**src/rtl/dac_wave_gen_pkg.sv**
```systemverilog
// Shared types and constants for the DAC waveform generator.
// Latency: n/a (types only).
// Backpressure: n/a.
//
// Contents: waveform selector enum, generator FSM state enum,
// sample width and dither LFSR seed.
package dac_pkg;

  localparam int          DAC_W     = 16;
  localparam logic [15:0] LFSR_SEED = 16'hACE1;

  typedef enum logic [1:0] {
    WAVE_SAW     = 2'd0,
    WAVE_TRI     = 2'd1,
    WAVE_SQUARE  = 2'd2,
    WAVE_RAMP_DN = 2'd3
  } wave_e;

  typedef enum logic [1:0] {
    IDLE  = 2'd0,
    CALC  = 2'd1,
    SCALE = 2'd2,
    HOLD  = 2'd3
  } wg_state_e;

endpackage

```
**src/rtl/dac_wave_gen_if.sv**
```systemverilog
// AXI-stream sample channel between the waveform generator and the DAC driver.
// Latency: n/a (wires only).
// Backpressure: master holds valid/data until ready is seen with valid high.
//
// Signals: m_axis_valid (sample available), m_axis_ready (sample accepted),
// m_axis_data (16-bit straight-binary sample).
interface dac_wave_gen_if import dac_pkg::*; ();

  logic             m_axis_valid;
  logic             m_axis_ready;
  logic [DAC_W-1:0] m_axis_data;

  modport master (
    output m_axis_valid,
    output m_axis_data,
    input  m_axis_ready
  );

  modport slave (
    input  m_axis_valid,
    input  m_axis_data,
    output m_axis_ready
  );

endinterface

```
**src/rtl/dac_wave_gen_shaper.sv**
```systemverilog
// Maps a 16-bit phase index to a raw unipolar waveform sample.
// Latency: combinational; registered by the caller.
// Backpressure: none.
//
// Ports: i_wave_sel (waveform choice), i_idx (phase index), o_raw (raw sample).
module wave_shaper
  import dac_pkg::*;
(
  input  wave_e            i_wave_sel,
  input  logic [DAC_W-1:0] i_idx,
  output logic [DAC_W-1:0] o_raw
);

  always_comb begin
    o_raw = '0;
    case (i_wave_sel)
      WAVE_SAW:     o_raw = i_idx;
      WAVE_RAMP_DN: o_raw = ~i_idx;
      WAVE_SQUARE:  o_raw = i_idx[15] ? 16'h0000 : 16'hFFFF;
      // Fold the top half back down so the peak lands at idx 0x8000.
      WAVE_TRI:     o_raw = i_idx[15] ? {~i_idx[14:0], 1'b0} : {i_idx[14:0], 1'b0};
      default:      o_raw = '0;
    endcase
  end

endmodule

```
**src/rtl/dac_wave_gen.sv**
```systemverilog
// Phase-accumulator waveform source feeding the AD5541A DAC driver over AXI-stream.
// Latency: en->valid 3 cycles; handshake->next valid 2 cycles.
// Backpressure: each sample is held (valid high, data stable) until accepted.
//
// Ports: mclk/rst (clock, async active-high reset), en, freq_word, wave_sel,
// amplitude, offset (config), m_axis (master side of dac_wave_gen_if).
// Optional: define WAVE_GEN_DITHER_EN to add 2-bit LFSR dither after saturation.
module dac_wave_gen
  import dac_pkg::*;
#(
  parameter int PHASE_W = 32
) (
  input  logic               mclk,
  input  logic               rst,
  input  logic               en,
  input  logic [PHASE_W-1:0] freq_word,
  input  logic [1:0]         wave_sel,
  input  logic [DAC_W-1:0]   amplitude,
  input  logic [DAC_W-1:0]   offset,
  dac_wave_gen_if.master     m_axis
);

  wg_state_e          r_state;
  logic [PHASE_W-1:0] r_phase;
  logic [DAC_W-1:0]   r_amp;
  logic [DAC_W-1:0]   r_off;
  logic [DAC_W-1:0]   r_raw;
  logic               r_valid;
  logic [DAC_W-1:0]   r_data;

  logic [DAC_W-1:0]   w_idx;
  logic [DAC_W-1:0]   w_raw;
  logic [32:0]        w_prod;
  logic [DAC_W-1:0]   w_scaled;
  logic [DAC_W:0]     w_sum;
  logic [DAC_W-1:0]   w_sat;
  logic [DAC_W-1:0]   w_out;
  logic               w_unused_prod;

  assign w_idx = r_phase[PHASE_W-1 -: DAC_W];

  wave_shaper u_shaper (
    .i_wave_sel (wave_e'(wave_sel)),
    .i_idx      (w_idx),
    .o_raw      (w_raw)
  );

  // raw*(amplitude+1): full-scale amplitude passes raw through unchanged.
  assign w_prod        = 33'(r_raw) * 33'(r_amp) + 33'(r_raw);
  assign w_scaled      = w_prod[31:16];
  assign w_unused_prod = ^{w_prod[32], w_prod[15:0]};
  assign w_sum         = {1'b0, w_scaled} + {1'b0, r_off};
  assign w_sat         = w_sum[DAC_W] ? 16'hFFFF : w_sum[DAC_W-1:0];

`ifdef WAVE_GEN_DITHER_EN
  logic [DAC_W-1:0] r_lfsr;
  logic [DAC_W:0]   w_dith;

  assign w_dith = {1'b0, w_sat} + {15'b0, r_lfsr[1:0]};
  assign w_out  = w_dith[DAC_W] ? 16'hFFFF : w_dith[DAC_W-1:0];

  // Galois form of x^16+x^14+x^13+x^11+1, stepped once per accepted sample.
  always_ff @(posedge mclk or posedge rst) begin
    if (rst) begin
      r_lfsr <= LFSR_SEED;
    end else if (r_state == HOLD && m_axis.m_axis_ready) begin
      r_lfsr <= {1'b0, r_lfsr[15:1]} ^ (r_lfsr[0] ? 16'hB400 : 16'h0000);
    end
  end
`else
  assign w_out = w_sat;
`endif

  always_ff @(posedge mclk or posedge rst) begin
    if (rst) begin
      r_state <= IDLE;
      r_phase <= '0;
      r_amp   <= '0;
      r_off   <= '0;
      r_raw   <= '0;
      r_valid <= 1'b0;
      r_data  <= '0;
    end else begin
      case (r_state)
        IDLE: begin
          if (en) r_state <= CALC;
        end
        CALC: begin
          r_amp   <= amplitude;
          r_off   <= offset;
          r_raw   <= w_raw;
          r_state <= SCALE;
        end
        SCALE: begin
          r_data  <= w_out;
          r_valid <= 1'b1;
          r_state <= HOLD;
        end
        HOLD: begin
          // valid is always high here, so ready alone marks the handshake.
          if (m_axis.m_axis_ready) begin
            r_phase <= r_phase + freq_word;
            r_valid <= 1'b0;
            r_state <= en ? CALC : IDLE;
          end
        end
        default: r_state <= IDLE;
      endcase
    end
  end

  assign m_axis.m_axis_valid = r_valid;
  assign m_axis.m_axis_data  = r_data;

endmodule
```
**src/flat_wrapper.sv**
```systemverilog
// flat-port wrapper written by rule: the top's interface ports become plain ports
module dac_wave_gen_flat import dac_pkg::*;
#(
  parameter int PHASE_W = 32
)
  (mclk, rst, en, freq_word, wave_sel, amplitude, offset, m_axis_m_axis_valid, m_axis_m_axis_data, m_axis_m_axis_ready);
  dac_wave_gen_if m_axis_i ();
  input  logic mclk;
  input  logic rst;
  input  logic en;
  input  logic [PHASE_W-1:0] freq_word;
  input  logic [1:0] wave_sel;
  input  logic [DAC_W-1:0] amplitude;
  input  logic [DAC_W-1:0] offset;
  output wire logic [$bits(m_axis_i.m_axis_valid)-1:0] m_axis_m_axis_valid;
  output wire logic [$bits(m_axis_i.m_axis_data)-1:0] m_axis_m_axis_data;
  input wire logic [$bits(m_axis_i.m_axis_ready)-1:0] m_axis_m_axis_ready;
  assign m_axis_m_axis_valid = m_axis_i.m_axis_valid;
  assign m_axis_m_axis_data = m_axis_i.m_axis_data;
  assign m_axis_i.m_axis_ready = m_axis_m_axis_ready;
  dac_wave_gen #(.PHASE_W(PHASE_W)) u_core (.mclk(mclk), .rst(rst), .en(en), .freq_word(freq_word), .wave_sel(wave_sel), .amplitude(amplitude), .offset(offset), .m_axis(m_axis_i));
endmodule
```
**config.mk**
```make
export PLATFORM = sky130hd
export DESIGN_NAME = dac_wave_gen_flat
export DESIGN_NICKNAME = d
export VERILOG_FILES = /design/src/rtl/dac_wave_gen_pkg.sv /design/src/rtl/dac_wave_gen_if.sv /design/src/rtl/dac_wave_gen_shaper.sv /design/src/rtl/dac_wave_gen.sv /design/src/flat_wrapper.sv
export SDC_FILE = /design/constraint.sdc
export NUM_CORES = 1
export LEC_CHECK = 0
export ABC_AREA = 0
export CORE_ASPECT_RATIO = 2
export CORE_MARGIN = 2
export CORE_UTILIZATION = 40
export DETAILED_ROUTE_END_ITERATION = 12
export PLACE_DENSITY = 0.58
export SLEW_MARGIN = 20
export SYNTH_ARGS = -nofsm -noshare
export SYNTH_HDL_FRONTEND = slang
export SYNTH_SLANG_ARGS = --single-unit
```
**constraint.sdc**
```tcl
create_clock -name mclk -period 8.1 [get_ports mclk]
set_clock_uncertainty 0.2 [all_clocks]
set_input_delay 1.215 -clock mclk [delete_from_list [all_inputs] [get_ports mclk]]
set_output_delay 1.215 -clock mclk [all_outputs]
set_load 0.01 [all_outputs]
```
After elaboration in Yosys (flattened, before gate mapping)
Cells that the tools add are included.
{"block": "op_classes", "n_addsub": 3, "multipliers": 1, "n_eq_ne": 8, "n_mux": 10, "bitwise": 2, "n_reduce_logical": 6}
{"op": "$pmux W16 S4", "count": 1}
{"op": "$mux W16", "count": 3}
{"op": "$add A32 B16 Y32", "count": 1}
{"op": "$add A32 B32 Y32", "count": 1}
{"op": "$mul A16 B16 Y32", "count": 1}
{"op": "$add A16 B16 Y17", "count": 1}
{"op": "$not A16 Y16", "count": 1}
{"op": "$not A15 Y15", "count": 1}
{"op": "$eq A2 B2 Y1 const B", "count": 4}
{"op": "$pmux W2 S4", "count": 1}
{"op": "$reduce_and A2 Y1", "count": 3}
{"op": "$eq A2 B1 Y1 const B", "count": 2}
{"op": "$logic_not A2 Y1", "count": 2}
{"op": "$mux W2", "count": 2}
{"op": "$ne A2 B2 Y1 const B", "count": 2}
{"op": "$mux W1", "count": 2}
{"op": "$pmux W1 S2", "count": 1}
{"op": "$reduce_bool A2 Y1", "count": 1}
{"block": "word_totals", "regBits": 99}

Longest topological paths before layout
{"block": "logic_depth", "depth_word": 4, "depth_mapped": 33}

By module
From an unflattened synthesis, not the netlist that was laid out.
{"block": "unflattened", "hier_cells": 1608, "hier_area_um2": 14587.7}
{"module": "dac_wave_gen", "instances": 1, "seq_area_each_um2": 2477.4, "cells_each": 1522, "area_each_um2": 14027.2}
{"module": "wave_shaper", "instances": 1, "seq_area_each_um2": 0.0, "cells_each": 86, "area_each_um2": 560.5}

Worst setup path after synthesis
No wires, ideal clock.
{"block": "synth_path", "kind": "register to register", "startpoint": "register u_core.r_amp[1]", "endpoint": "register u_core.r_data[2] (netlist: u_core.m_axis.m_axis_data[2])", "path_buffers": 3, "period_less_slack_ns": 7.695, "path_stages_with_launch": 32, "arrival_time_ns": 7.430, "path_slack_ns": 0.405, "cell_sequence": "dfrtp_1 clkbuf_1 clkbuf_1 nand2_1 fa_1 fa_1 fa_1 fa_1 inv_1 fa_1 inv_1 fa_1 inv_1 ha_1 nand3_1 o221ai_1 a221oi_2 o21ai_0 a21oi_1 xnor2_1 ha_1 inv_1 fa_1 nor2b_1 o21ai_1 a21boi_1 o41ai_1 o211ai_1 nand2_1 o21ai_1 buf_2 o22a_1"}
{"block": "synth_between", "elab_chain_len": 4}
{"item": "start: declaration", "line": "dac_wave_gen.sv:25", "source": "logic [DAC_W-1:0] r_amp;"}
{"item": "start signal: assignment", "line": "dac_wave_gen.sv:89", "source": "r_amp <= amplitude;"}
{"item": "$mul A16 B16 Y32", "line": "dac_wave_gen.sv:49", "source": "assign w_prod = 33'(r_raw) * 33'(r_amp) + 33'(r_raw);"}
{"item": "$add A32 B16 Y32", "line": "dac_wave_gen.sv:49"}
{"item": "$add A16 B16 Y17", "line": "dac_wave_gen.sv:52", "source": "assign w_sum = {1'b0, w_scaled} + {1'b0, r_off};"}
{"item": "$mux W16", "line": "dac_wave_gen.sv:53", "source": "assign w_sat = w_sum[DAC_W] ? 16'hFFFF : w_sum[DAC_W-1:0];"}
{"item": "end signal: assignment", "line": "dac_wave_gen.sv:95", "source": "r_data <= w_out;"}
{"item": "end: declaration", "line": "dac_wave_gen.sv:29", "source": "logic [DAC_W-1:0] r_data;"}
No other way between the ends.
A chain may end at the register's enable or synchronous reset.

Worst setup path after layout
{"block": "layout_path", "startpoint": "register u_core.r_raw[7]", "endpoint": "register u_core.r_data[2] (netlist: u_core.m_axis.m_axis_data[2])"}
{"block": "layout_between", "elab_chain_len": 4}
{"item": "start: declaration", "line": "dac_wave_gen.sv:27", "source": "logic [DAC_W-1:0] r_raw;"}
{"item": "start signal: assignment", "line": "dac_wave_gen.sv:91", "source": "r_raw <= w_raw;"}
{"item": "$mul A16 B16 Y32", "line": "dac_wave_gen.sv:49"}
{"item": "$add A32 B16 Y32 *", "line": "dac_wave_gen.sv:49"}
{"item": "$add A16 B16 Y17 *", "line": "dac_wave_gen.sv:52"}
{"item": "$mux W16 *", "line": "dac_wave_gen.sv:53"}
Mark *: on every way between the ends. The rest lies on a longest branch, timed or not.

==> results.json <==
{
  "critPathRequiredTime_ns": 8.21,
  "synth_nets": 2102,
  "clkTransAtPathRegs_ns": 0.08,
  "hold_start": "u_core.r_phase[12]",
  "clockBufferDepth": 2,
  "hold_class": "reg -> reg",
  "area_growth_pct": 14.0,
  "cts_hold_buf": 0,
  "grt_pass1_vias": 12600,
  "status": "finished, final reports clean",
  "io_buffers": 86,
  "synth.distinct_cells": 71,
  "place_ws_ns": -0.0336,
  "wl_per_cell_um": 17.6,
  "drive_above_1_share": 0.0865,
  "r2r-start": "u_core.r_raw[7]",
  "worst-path-buf-inv": 8,
  "final_cells": 2216,
  "ys.flop_type": "dfrtp_1",
  "cp.arrival_ns": 7.91,
  "cp-endpoint": "u_core.m_axis.m_axis_data[2]",
  "final_antenna_net_count": 0,
  "drt_iter0_drc": 443,
  "rows": 100,
  "num_antenna_cells": 0,
  "clock_latency_ns": 0.38,
  "setup_ws_ns": 0.302,
  "syn_avg_cell_area_um2": 8.96,
  "synth-edff-count": 0,
  "startpoint": "u_core.r_raw[7]",
  "fmax_mhz": 128,
  "firstDrtPassIters": 5,
  "netlist_area_um2": 15000,
  "finish.net_count": 2185,
  "hold_viol": 0,
  "startpoint_type": "register",
  "nFillCells": 3614,
  "yosys_register_bits": 99,
  "die_h_um": 277,
  "cp_common_cell": "fa_1",
  "synthCells": 1669,
  "place_inst": 2193,
  "slew_viol_final": 0,
  "hpwlAfterDp_um": 32400,
  "critPathMaxFanout": 8,
  "grt_pass1_wl_um": 64000,
  "yosysSeqAreaShare": 0.166,
  "antenna_found_initial": 0,
  "postRouteWirelength_um": 38900,
  "path_class": "reg -> reg",
  "clkSinkCount": 99,
  "maxSlewHeadroom": 0.372,
  "routed_via_density": 5.17,
  "h-tree-depth": 3,
  "synthAdderAreaFrac": 0.409,
  "grt_remaining_overflow": 0,
  "cts_tree": "yes",
  "maxCapViolations": 0,
  "gp_congestion": 0.904,
  "clock-root-buffer": "clkbuf_16",
  "async_reset_ff_frac": 1.00,
  "final_cell_mix": "inv_1 (314), nand2_1 (223), fa_1 (208), ha_1 (147), and2_1 (102)",
  "setup-violations-final": 0,
  "worstSetupPathDepth": 32,
  "synth_top_family_by_area": "adder cells",
  "worst_slew_pin_slew_ns": 0.918,
  "fin_worst_hold_slack_ns": 0.289,
  "crit_family": "adder cells",
  "ios": 87,
  "cts_buffers": 9,
  "mostFrequentLayoutCell": "inv_1",
  "synth-simple-area-share": 0.141,
  "die-area_um2": 39000,
  "synth_compound_area_frac": 0.125,
  "start_util": 0.404,
  "slowest_delay_ns": 0.54,
  "ys_warn_count": 0,
  "rr_endpoint": "u_core.m_axis.m_axis_data[2]",
  "die_w_um": 141,
  "end_kind": "register",
  "r2r_slack_ns": 0.30,
  "grt_max_degree": 65,
  "coreArea_um2": 37000,
  "synthXorXnorAreaFrac": 0.0381,
  "r2r_cells": 32,
  "vias": 11500,
  "fin_crit_sh": 0.963,
  "min_period_ns": 7.80,
  "cpMaxStageDelayCell": "fa_1",
  "muxShareOfSynthArea": 0.0248,
  "grt_use_total": 0.208,
  "drt_drc_violations_left": 0
}
## worst register-to-register path, delay by kind of cell (launching register included)
family / cells / cell delay, ns
adders and majority gates: 9 / 3.77
AOI/OAI and AO/OA: 10 / 1.77
buffers and inverters: 8 / 0.76
and+or+nand+nor: 4 / 0.58
DFF: 1 / 0.47
xor gates and xnor gates: 1 / 0.19
## worst min-delay path by stage
stage | slack (ns) | cells after the start | endpoint
after floorplan | 0.25 | 2 | u_core.r_phase[14]
after global placement | 0.27 | 1 | u_core.r_phase[4]
after detailed placement | 0.27 | 1 | u_core.r_phase[4]
after CTS | 0.29 | 1 | u_core.r_phase[4]
after global routing | 0.32 | 1 | u_core.r_phase[4]
final | 0.29 | 2 | u_core.r_phase[12]
## what timing repair did
item | 4_1_cts | 5_1_grt
setup buffers | 0 | 6
gates cloned | 0 | 1
endpoints found under the setup margin | 15 | 16
pin swaps | 1 | 19
resized for setup | 2 | 38
## layout make-up
| class | count | area (um^2) | share of cell area |
|---|---|---|---|
| Multi-Input combinational cell | 1187 | 11100 | 0.653 |
| Sequential cell | 99 | 2490 | 0.146 |
| Timing Repair Buffer | 140 | 1300 | 0.0763 |
| Inverter | 315 | 1180 | 0.0695 |
| Tap cell | 459 | 574 | 0.0337 |
| Clock buffer | 9 | 225 | 0.0132 |
| Clock inverter | 7 | 134 | 0.00785 |
## cells by family after synthesis
kind of cell             after synthesis
buffers and inverters                383
adder cells (fa/ha/maj)              363
XOR/XNOR                              65
other                                  1
flip-flops                            99
multiplexers                          33
AO/OA/AOI/OAI                        278
AND/OR/NAND/NOR                      447
## synth_stat cells, types with 7 or more instances
cell type / instances / area (um^2)
inv_1: 315 / 1180
nand2_1: 224 / 841
fa_1: 210 / 4200
ha_1: 153 / 1910
and2_1: 103 / 644
dfrtp_1: 99 / 2480
o21ai_0: 76 / 380
clkbuf_1: 65 / 244
a21oi_1: 57 / 285
nor2_1: 48 / 180
xnor2_1: 40 / 350
mux2_2: 32 / 360
xor2_1: 25 / 219
o211ai_1: 20 / 150
a21o_1: 17 / 128
nand3_1: 17 / 85.1
o22a_1: 16 / 140
o21ai_1: 13 / 65.1
nor3_1: 12 / 60.1
o21a_1: 12 / 90.1
a31oi_1: 9 / 56.3
and3_1: 7 / 43.8
nor2b_1: 7 / 43.8
## stage by stage
| step | utilization | area (um^2) | TNS (ns) |
|---|---|---|---|
| 6_report | 0.460 | 17000 | 0 |
| 5_1_grt | 0.460 | 17000 | -0.718 |
| 4_1_cts | 0.455 | 16800 | 0 |
| 3_5_place_dp | 0.445 | 16500 | -0.396 |
| 3_3_place_gp | 0.445 | 16500 | 0 |
| 2_1_floorplan | - | 15000 | 0 |
## registers in the layout (all words and copies together), names as in the netlist
register and flops:
u_core.r_off 16, u_core.r_amp 16, u_core.m_axis.m_axis_valid 1, u_core.r_raw 16, u_core.r_phase 32, u_core.r_state 2, u_core.m_axis.m_axis_data 16
## routing by layer
| metal | global-route usage | vias to the layer above | share of wire |
|---|---|---|---|
| met4 | 0.0862 | 0 | 0.041 |
| li1 | - | 5474 | - |
| met3 | 0.0181 | 71 | 0.020 |
| met2 | 0.423 | 183 | 0.59 |
| met1 | 0.211 | 5726 | 0.35 |
| met5 | 0 | - | 0 |
Power is not shown: default switching activity piles up to over one toggle a cycle in this logic, so the estimate is an artifact.
